==> config.mk <==
export PLATFORM = sky130hd
export DESIGN_NAME = piece_queue_ctrl
export DESIGN_NICKNAME = d
export VERILOG_FILES = /design/src/rtl/piece_queue_ctrl.sv
export SDC_FILE = /design/constraint.sdc
export NUM_CORES = 1
export LEC_CHECK = 0
export CELL_PAD_IN_SITES_DETAIL_PLACEMENT = 1
export CELL_PAD_IN_SITES_GLOBAL_PLACEMENT = 1
export CORE_MARGIN = 5
export CORE_UTILIZATION = 25
export DETAILED_ROUTE_END_ITERATION = 12
export PLACE_DENSITY = 0.67
export SYNTH_ARGS = -nofsm -noshare
export SYNTH_HDL_FRONTEND = slang
export SYNTH_SLANG_ARGS = --single-unit
export TNS_END_PERCENT = 20
==> constraint.sdc <==
create_clock -name Clk -period 4.1 [get_ports Clk]
set_input_delay 0.615 -clock Clk [delete_from_list [all_inputs] [get_ports Clk]]
set_output_delay 0.615 -clock Clk [all_outputs]
set_load 0.005 [all_outputs]
==> src/rtl/piece_queue_ctrl.sv <==
// Piece preview queue and hold slot between the game FSM and the piece generator.
// Define PIECE_QUEUE_NO_REPEAT_EN to bump a captured index that repeats the newest queued piece.
module piece_queue_ctrl #(
    parameter int DEPTH = 3
) (
    input  logic                 Clk,
    input  logic                 Reset,
    input  logic                 spawn_req,
    input  logic                 hold_req,
    output logic                 gen_new_block,
    input  logic [2:0]           gen_block_idx,
    output logic                 queue_ready,
    output logic                 spawn_valid,
    output logic [2:0]           spawn_idx,
    output logic [3*DEPTH-1:0]   preview_idx,
    output logic                 hold_valid,
    output logic [2:0]           hold_idx
);

    localparam int CW = $clog2(DEPTH + 1);

    typedef enum logic [0:0] {
        FILL  = 1'b0,
        READY = 1'b1
    } state_t;

    state_t        state_q, state_d;
    logic [CW-1:0] count_q, count_d;
    logic          pending_q, pending_d;
    logic          activeValid_q, activeValid_d;
    logic          holdUsed_q, holdUsed_d;
    logic          queueReady_q, queueReady_d;
    logic          spawnValid_q, spawnValid_d;
    logic [2:0]    spawnIdx_q, spawnIdx_d;
    logic          holdValid_q, holdValid_d;
    logic [2:0]    holdIdx_q, holdIdx_d;
    logic [2:0]    slots_q [DEPTH];
    logic [2:0]    slots_d [DEPTH];

    logic [2:0]    sanIdx;
    logic [2:0]    capIdx;
    logic          doSpawn;
    logic          doHold;

    // Value that would be written into the queue if the generator is pulsed this cycle.
    always_comb begin
        sanIdx = (gen_block_idx > 3'd6) ? 3'd0 : gen_block_idx;
`ifdef PIECE_QUEUE_NO_REPEAT_EN
        begin
            logic [2:0] prevIdx;
            logic       hasPrev;
            prevIdx = slots_q[DEPTH-1];
            hasPrev = 1'b1;
            if (state_q == FILL) begin
                hasPrev = (count_q != '0);
                prevIdx = slots_q[0];
                for (int i = 1; i < DEPTH; i++) begin
                    if (count_q == CW'(i)) begin
                        prevIdx = slots_q[i-1];
                    end
                end
            end
            if (hasPrev && (sanIdx == prevIdx)) begin
                capIdx = (sanIdx == 3'd6) ? 3'd0 : sanIdx + 3'd1;
            end else begin
                capIdx = sanIdx;
            end
        end
`else
        capIdx = sanIdx;
`endif
    end

    // Next-state logic: fill the queue, then serve spawns and hold swaps from it.
    always_comb begin
        state_d       = state_q;
        count_d       = count_q;
        pending_d     = pending_q;
        activeValid_d = activeValid_q;
        holdUsed_d    = holdUsed_q;
        spawnValid_d  = 1'b0;
        spawnIdx_d    = spawnIdx_q;
        holdValid_d   = holdValid_q;
        holdIdx_d     = holdIdx_q;
        for (int i = 0; i < DEPTH; i++) begin
            slots_d[i] = slots_q[i];
        end
        gen_new_block = 1'b0;
        doSpawn       = 1'b0;
        doHold        = 1'b0;

        case (state_q)
            FILL: begin
                if (spawn_req) begin
                    pending_d = 1'b1;
                end
                if (count_q < CW'(DEPTH)) begin
                    gen_new_block = 1'b1;
                    for (int i = 0; i < DEPTH; i++) begin
                        if (count_q == CW'(i)) begin
                            slots_d[i] = capIdx;
                        end
                    end
                    count_d = count_q + CW'(1);
                    if (count_q == CW'(DEPTH - 1)) begin
                        state_d = READY;
                    end
                end
            end
            READY: begin
                doSpawn = spawn_req | pending_q;
                doHold  = hold_req & activeValid_q & ~holdUsed_q;
                // A first hold with an empty slot consumes a queue piece just like a spawn.
                if (doSpawn || (doHold && !holdValid_q)) begin
                    gen_new_block = 1'b1;
                    spawnIdx_d    = slots_q[0];
                    for (int i = 0; i < DEPTH - 1; i++) begin
                        slots_d[i] = slots_q[i+1];
                    end
                    slots_d[DEPTH-1] = capIdx;
                    spawnValid_d  = 1'b1;
                    activeValid_d = 1'b1;
                    pending_d     = 1'b0;
                    holdUsed_d    = ~doSpawn;
                    if (!doSpawn) begin
                        holdIdx_d   = spawnIdx_q;
                        holdValid_d = 1'b1;
                    end
                end else if (doHold) begin
                    spawnIdx_d   = holdIdx_q;
                    holdIdx_d    = spawnIdx_q;
                    spawnValid_d = 1'b1;
                    holdUsed_d   = 1'b1;
                end
            end
            default: begin
                state_d = FILL;
            end
        endcase

        queueReady_d = (state_d == READY);
    end

    // State and output registers with synchronous reset.
    always_ff @(posedge Clk) begin
        if (Reset) begin
            state_q       <= FILL;
            count_q       <= '0;
            pending_q     <= 1'b0;
            activeValid_q <= 1'b0;
            holdUsed_q    <= 1'b0;
            queueReady_q  <= 1'b0;
            spawnValid_q  <= 1'b0;
            spawnIdx_q    <= 3'd0;
            holdValid_q   <= 1'b0;
            holdIdx_q     <= 3'd0;
            for (int i = 0; i < DEPTH; i++) begin
                slots_q[i] <= 3'd0;
            end
        end else begin
            state_q       <= state_d;
            count_q       <= count_d;
            pending_q     <= pending_d;
            activeValid_q <= activeValid_d;
            holdUsed_q    <= holdUsed_d;
            queueReady_q  <= queueReady_d;
            spawnValid_q  <= spawnValid_d;
            spawnIdx_q    <= spawnIdx_d;
            holdValid_q   <= holdValid_d;
            holdIdx_q     <= holdIdx_d;
            for (int i = 0; i < DEPTH; i++) begin
                slots_q[i] <= slots_d[i];
            end
        end
    end

    always_comb begin
        preview_idx = '0;
        for (int i = 0; i < DEPTH; i++) begin
            preview_idx[3*i +: 3] = slots_q[i];
        end
    end

    assign queue_ready = queueReady_q;
    assign spawn_valid = spawnValid_q;
    assign spawn_idx   = spawnIdx_q;
    assign hold_valid  = holdValid_q;
    assign hold_idx    = holdIdx_q;

endmodule

# --- Word level (Yosys, flattened, before mapping) ---
# Memory sizes are Yosys's and may differ from the RTL's.
# Cells that the tools add are included.
# W data, S select, Z words.
word_totals:
  in_bits: 7
  ramBits: 9
  word_cells: 70
  register_bits: 14
  n_memories: 1
  out_inout_bits: 19
classes:
  muxes: 31
  bitwise: 9
  reduce_logical: 12
  n_eq_ne: 5
  addsub: 1
  order_cmp: 2
memory_table:
  columns: ["memory", "words", "width", "read_ports", "rd_ports_with_merged_regs", "write_ports", "line_no", "source"]
  rows:
  - ["slots_q", 3, 3, 3, 0, 3, "37", "logic [2:0] slots_q [DEPTH];"]
op_table:
  columns: ["operator", "n"]
  rows:
  - ["$mux W3", 12]
  - ["$mux W9", 2]
  - ["$pmux W9 S2", 1]
  - ["$mux W1", 14]
  - ["$reduce_and A2 Y1", 4]
  - ["$reduce_and A3 Y1", 2]
  - ["$ne A2 B2 Y1 const B", 2]
  - ["$or A1 B1 Y1", 4]
  - ["$pmux W1 S2", 2]
  - ["$gt A3 B3 Y1 const B", 1]
  - ["$not A1 Y1", 3]
  - ["$add A2 B1 Y2 const B", 1]
  - ["$and A1 B1 Y1", 2]
  - ["$eq A2 B1 Y1 const B", 1]
  - ["$eq A2 B2 Y1 const B", 1]
  - ["$logic_not A2 Y1", 1]
  - ["$lt A2 B2 Y1 const B", 1]
  - ["$ne A2 B1 Y1 const B", 1]
  - ["$reduce_bool A2 Y1", 1]
  - ["$reduce_or A2 Y1", 1]
  - ["$logic_and A1 B1 Y1", 1]
  - ["$logic_not A1 Y1", 1]
  - ["$logic_or A1 B1 Y1", 1]

# --- Longest topological paths before layout ---
depth:
  word_depth: 7
  depth_mapped: 6
  ltp_nobuf: 5

# --- Worst setup path before layout ---
# Ideal clock, no wire load.
synth_timing:
  kind: "input port to output port"
  startpoint: "in hold_req"
  endpoint: "out gen_new_block"
  cell_stages: 3
  path_slack_ns: 2.200
  path_buffers: 0
  t_required_ns: 3.485
  arrival_ns: 1.285
  path_cell_list: "nor4bb_1 -> nor3_1 -> a21oi_1"
synth_between:
  elab_chain_cells: 6
synth_rtl:
  columns: ["element", "line_no", "source"]
  rows:
  - ["start, declared", "9", "input logic hold_req,"]
  - ["$and A1 B1 Y1 (2 in a row)", "112", "doHold = hold_req & activeValid_q & ~holdUsed_q;"]
  - ["$logic_and A1 B1 Y1", "114", "if (doSpawn || (doHold && !holdValid_q)) begin"]
  - ["$logic_or A1 B1 Y1", "114", null]
  - ["$mux W1", "114", null]
  - ["$pmux W1 S2", "92", "case (state_q)"]
  - ["end, declared", "10", "output logic gen_new_block,"]
# No other way between the ends.

# --- Worst setup path in the final report ---
# Same ends and word-level chain as after synthesis.

==> results.ini <==
[clock_tree]
cts-root-buf = clkbuf_8
cts.clk_slew.worst_paths_ps = 90
cts_resized = 0
cts_tree = built
hold_buffers = 0
cts_made_buffers = 3
clk_latency_ps = 270
postCtsSetupBuffers = 0
cts_sinks = 23
h-tree-depth = 1
cts_buffer_depth = 2

[critical_path]
cp-start-kind = input pin
r2r_start = queue_ready$_SDFF_PP0_
reg2reg_setup_slack_ps = 2280
worstSetupPathType = input pin to output port
reg2regPathDepth = 3
critPathRequiredTime_ps = 3480
cp_max_fo = 4
crit_arrival_ps = 2490
crit_path_end_kind = output port
r2r-end = slots_q[0][4]$_SDFFE_PP0P_

[power_and_ir_drop]
switchingPower_uw = 289
finalPower_uw = 807
power.density_nw_per_um2 = 543
internal_power_uw = 518
sw_frac_of_total_pct = 35.8
power_frac_seq_pct = 40.4
pwr-share-clk_pct = 18.3
ir_drop_mv = 0.169
combPwrFrac_pct = 41.3
leakage_nw = 0.562

[synthesis]
syn_area_um2 = 1180
avgSynthCellArea_um2 = 9.72
synthesis.nets = 133
postSynthCellCount = 121
synthSimpleGateAreaFrac_pct = 16.9
yosysWarnings = 0
synth-main-ff-cell = dfxtp_1
synth.distinct_cells = 33
synth_top_family_by_area = compound AO/OA/AOI/OAI gates
ys_ff_latch = 23
ys_seq_area_share_pct = 39.1
synth.mux.area_fraction_pct = 7.66
synthArstFlopShare_pct = 0
synth-xor-area-share_pct = 0.745
synth-edff-count = 0
synth-adder-area-share_pct = 5.32
synth_compound_area_share_pct = 24.0

[timing]
slew_headroom_pct = 40.6
skew_ps = 2.51
period_share_pct = 75.8
setup_tns_ps = 0
hold_viol = 0
setup_viol = 0
fmax_ghz = 0.322
rsz0062_at_grt = false
period_minus_slack_ps = 3110
slew_viol_final = 0
worst_slew_pin_slew_ps = 888

[worst_hold_path]
worstHoldStart = spawn_idx[1]$_SDFFE_PP0P_
hold_depth = 2
whs_endpoint = hold_idx[1]$_SDFFE_PP0P_
hold_class = flip-flop to flip-flop

[outcome]
status = completed

[global_routing]
grt_pass1_wl_um = 5320
first_global_vias = 1124
grt_max_degree = 27
overflow = 0
antenna_found_initial = 0
grt_usage_pct = 10.6

[routing]
ant_nets = 0
drt_iter0_markers = 23
vias = 1035
dr.pass1.iters = 4
drt-total-wl_um = 3120
drc = 0
via_per_inst = 5.25
routedWlPerCell_um = 15.8

[die]
die_h_um = 78.6
io_pins = 26
start_util_pct = 25.4
core-area_um2 = 4630
dieWidth_um = 78.6
rows = 25
dieArea_um2 = 6180

[place]
place_congestion = 0.744
dp_hpwl_um = 2320
numPortBuffers = 25

[cells_and_area]
register_area_um2 = 460
fin_nets = 156
fillers = 541
multiInputGateArea_um2 = 643
drive_above_1_share_pct = 6.29
num_antenna_cells = 0
syn_to_final_growth_pct = 26.4

[job]
maxCapViolCount = 0

-- power by group through the flow --
stage               logic [mW]  clock network, mW  registers (mW)
floorplan                0.212                  0           0.316
detailed placement       0.336                  0           0.331
finish                   0.334              0.148           0.326
global route             0.371              0.163           0.335
CTS                      0.338              0.153           0.327
global placement         0.322                  0           0.328
-- how the worst max path moves through the flow --
stage             start       endpoint  slack, ps
6_report       hold_req  gen_new_block        990
3_5_place_dp   hold_req  gen_new_block       1040
3_3_place_gp   hold_req  gen_new_block       1080
5_1_grt        hold_req  gen_new_block        880
2_1_floorplan  hold_req  gen_new_block       2200
4_1_cts        hold_req  gen_new_block       1020
-- cell usage after synthesis (5+ instances only) --
cell type | number | area [um^2]
dfxtp_1 | 23 | 460
mux2i_1 | 9 | 90.1
o21ai_0 | 8 | 40.0
a21oi_1 | 7 | 35.0
nor2_1 | 7 | 26.3
a2111oi_0 | 6 | 52.6
a211oi_1 | 6 | 45.0
ha_1 | 5 | 62.6
nand2_1 | 5 | 18.8
-- flip-flops by register name (all words and copies together) (netlist names) --
register / count
hold_idx: 3
pending_q: 1
slots_q: 9
spawn_idx: 3
queue_ready: 1
spawn_valid: 1
count_q: 2
hold_valid: 1
activeValid_q: 1
holdUsed_q: 1
-- metrics by stage --
stage	cells	utilization, %	setup slack [ps]	area (um^2)	hold slack, ps
CTS	197	32.1	1020	1490	504
detailed placement	193	31.1	1040	1440	488
finish	197	32.1	994	1490	496
global placement	193	31.1	1080	1440	483
global route	197	32.1	879	1490	530
floorplan	121	-	2200	1180	468
-- cell type report --
cell class	count	share of cell area (%)
well taps	54	4.55
multi-input cells	86	43.3
clock inverters	1	0.337
repair buffers	25	16.8
clock buffers	3	2.78
inverters	5	1.26
flip-flops and latches	23	31.0
-- cells in the final DEF (no fill, tap or decap), drive strengths merged, types with 2 or more instances in the layout --
cell,instances
nand2b,3
nor3b,3
dfxtp,23
a21boi,3
o21ai,8
nand3b,3
a21oi,7
nor2,7
inv,4
clkdlybuf4s50,25
mux2i,9
o32ai,3
or4b,3
a2111oi,6
nor3,2
nand2,5
ha,5
a211oi,6
nand3,3
a211o,2
clkinv,2
clkbuf,3
-- logic make-up after synthesis --
group                    count (synthesis)
adder cells (fa/ha/maj)                  5
AO/OA/AOI/OAI                           38
flip-flops                              23
buffers and inverters                   12
multiplexers                             9
XOR/XNOR                                 1
AND/OR/NAND/NOR                         33
-- routing by layer --
layer	up-vias	GRT usage, %	part of all wire, %
met2	20	19.3	50
met1	515	12.0	45
met4	0	2.10	0.61
li1	498	-	-
met5	-	0	0
met3	2	3.67	5.1
-- worst max-delay path, stage by stage --
cell and delay [ps]:
clkdlybuf4s50_1 500, nor4bb_1 600, nor3_1 120, a21oi_1 140
clkdlybuf4s50_1 510
No activity file was read; power rests on OpenSTA's default activity.
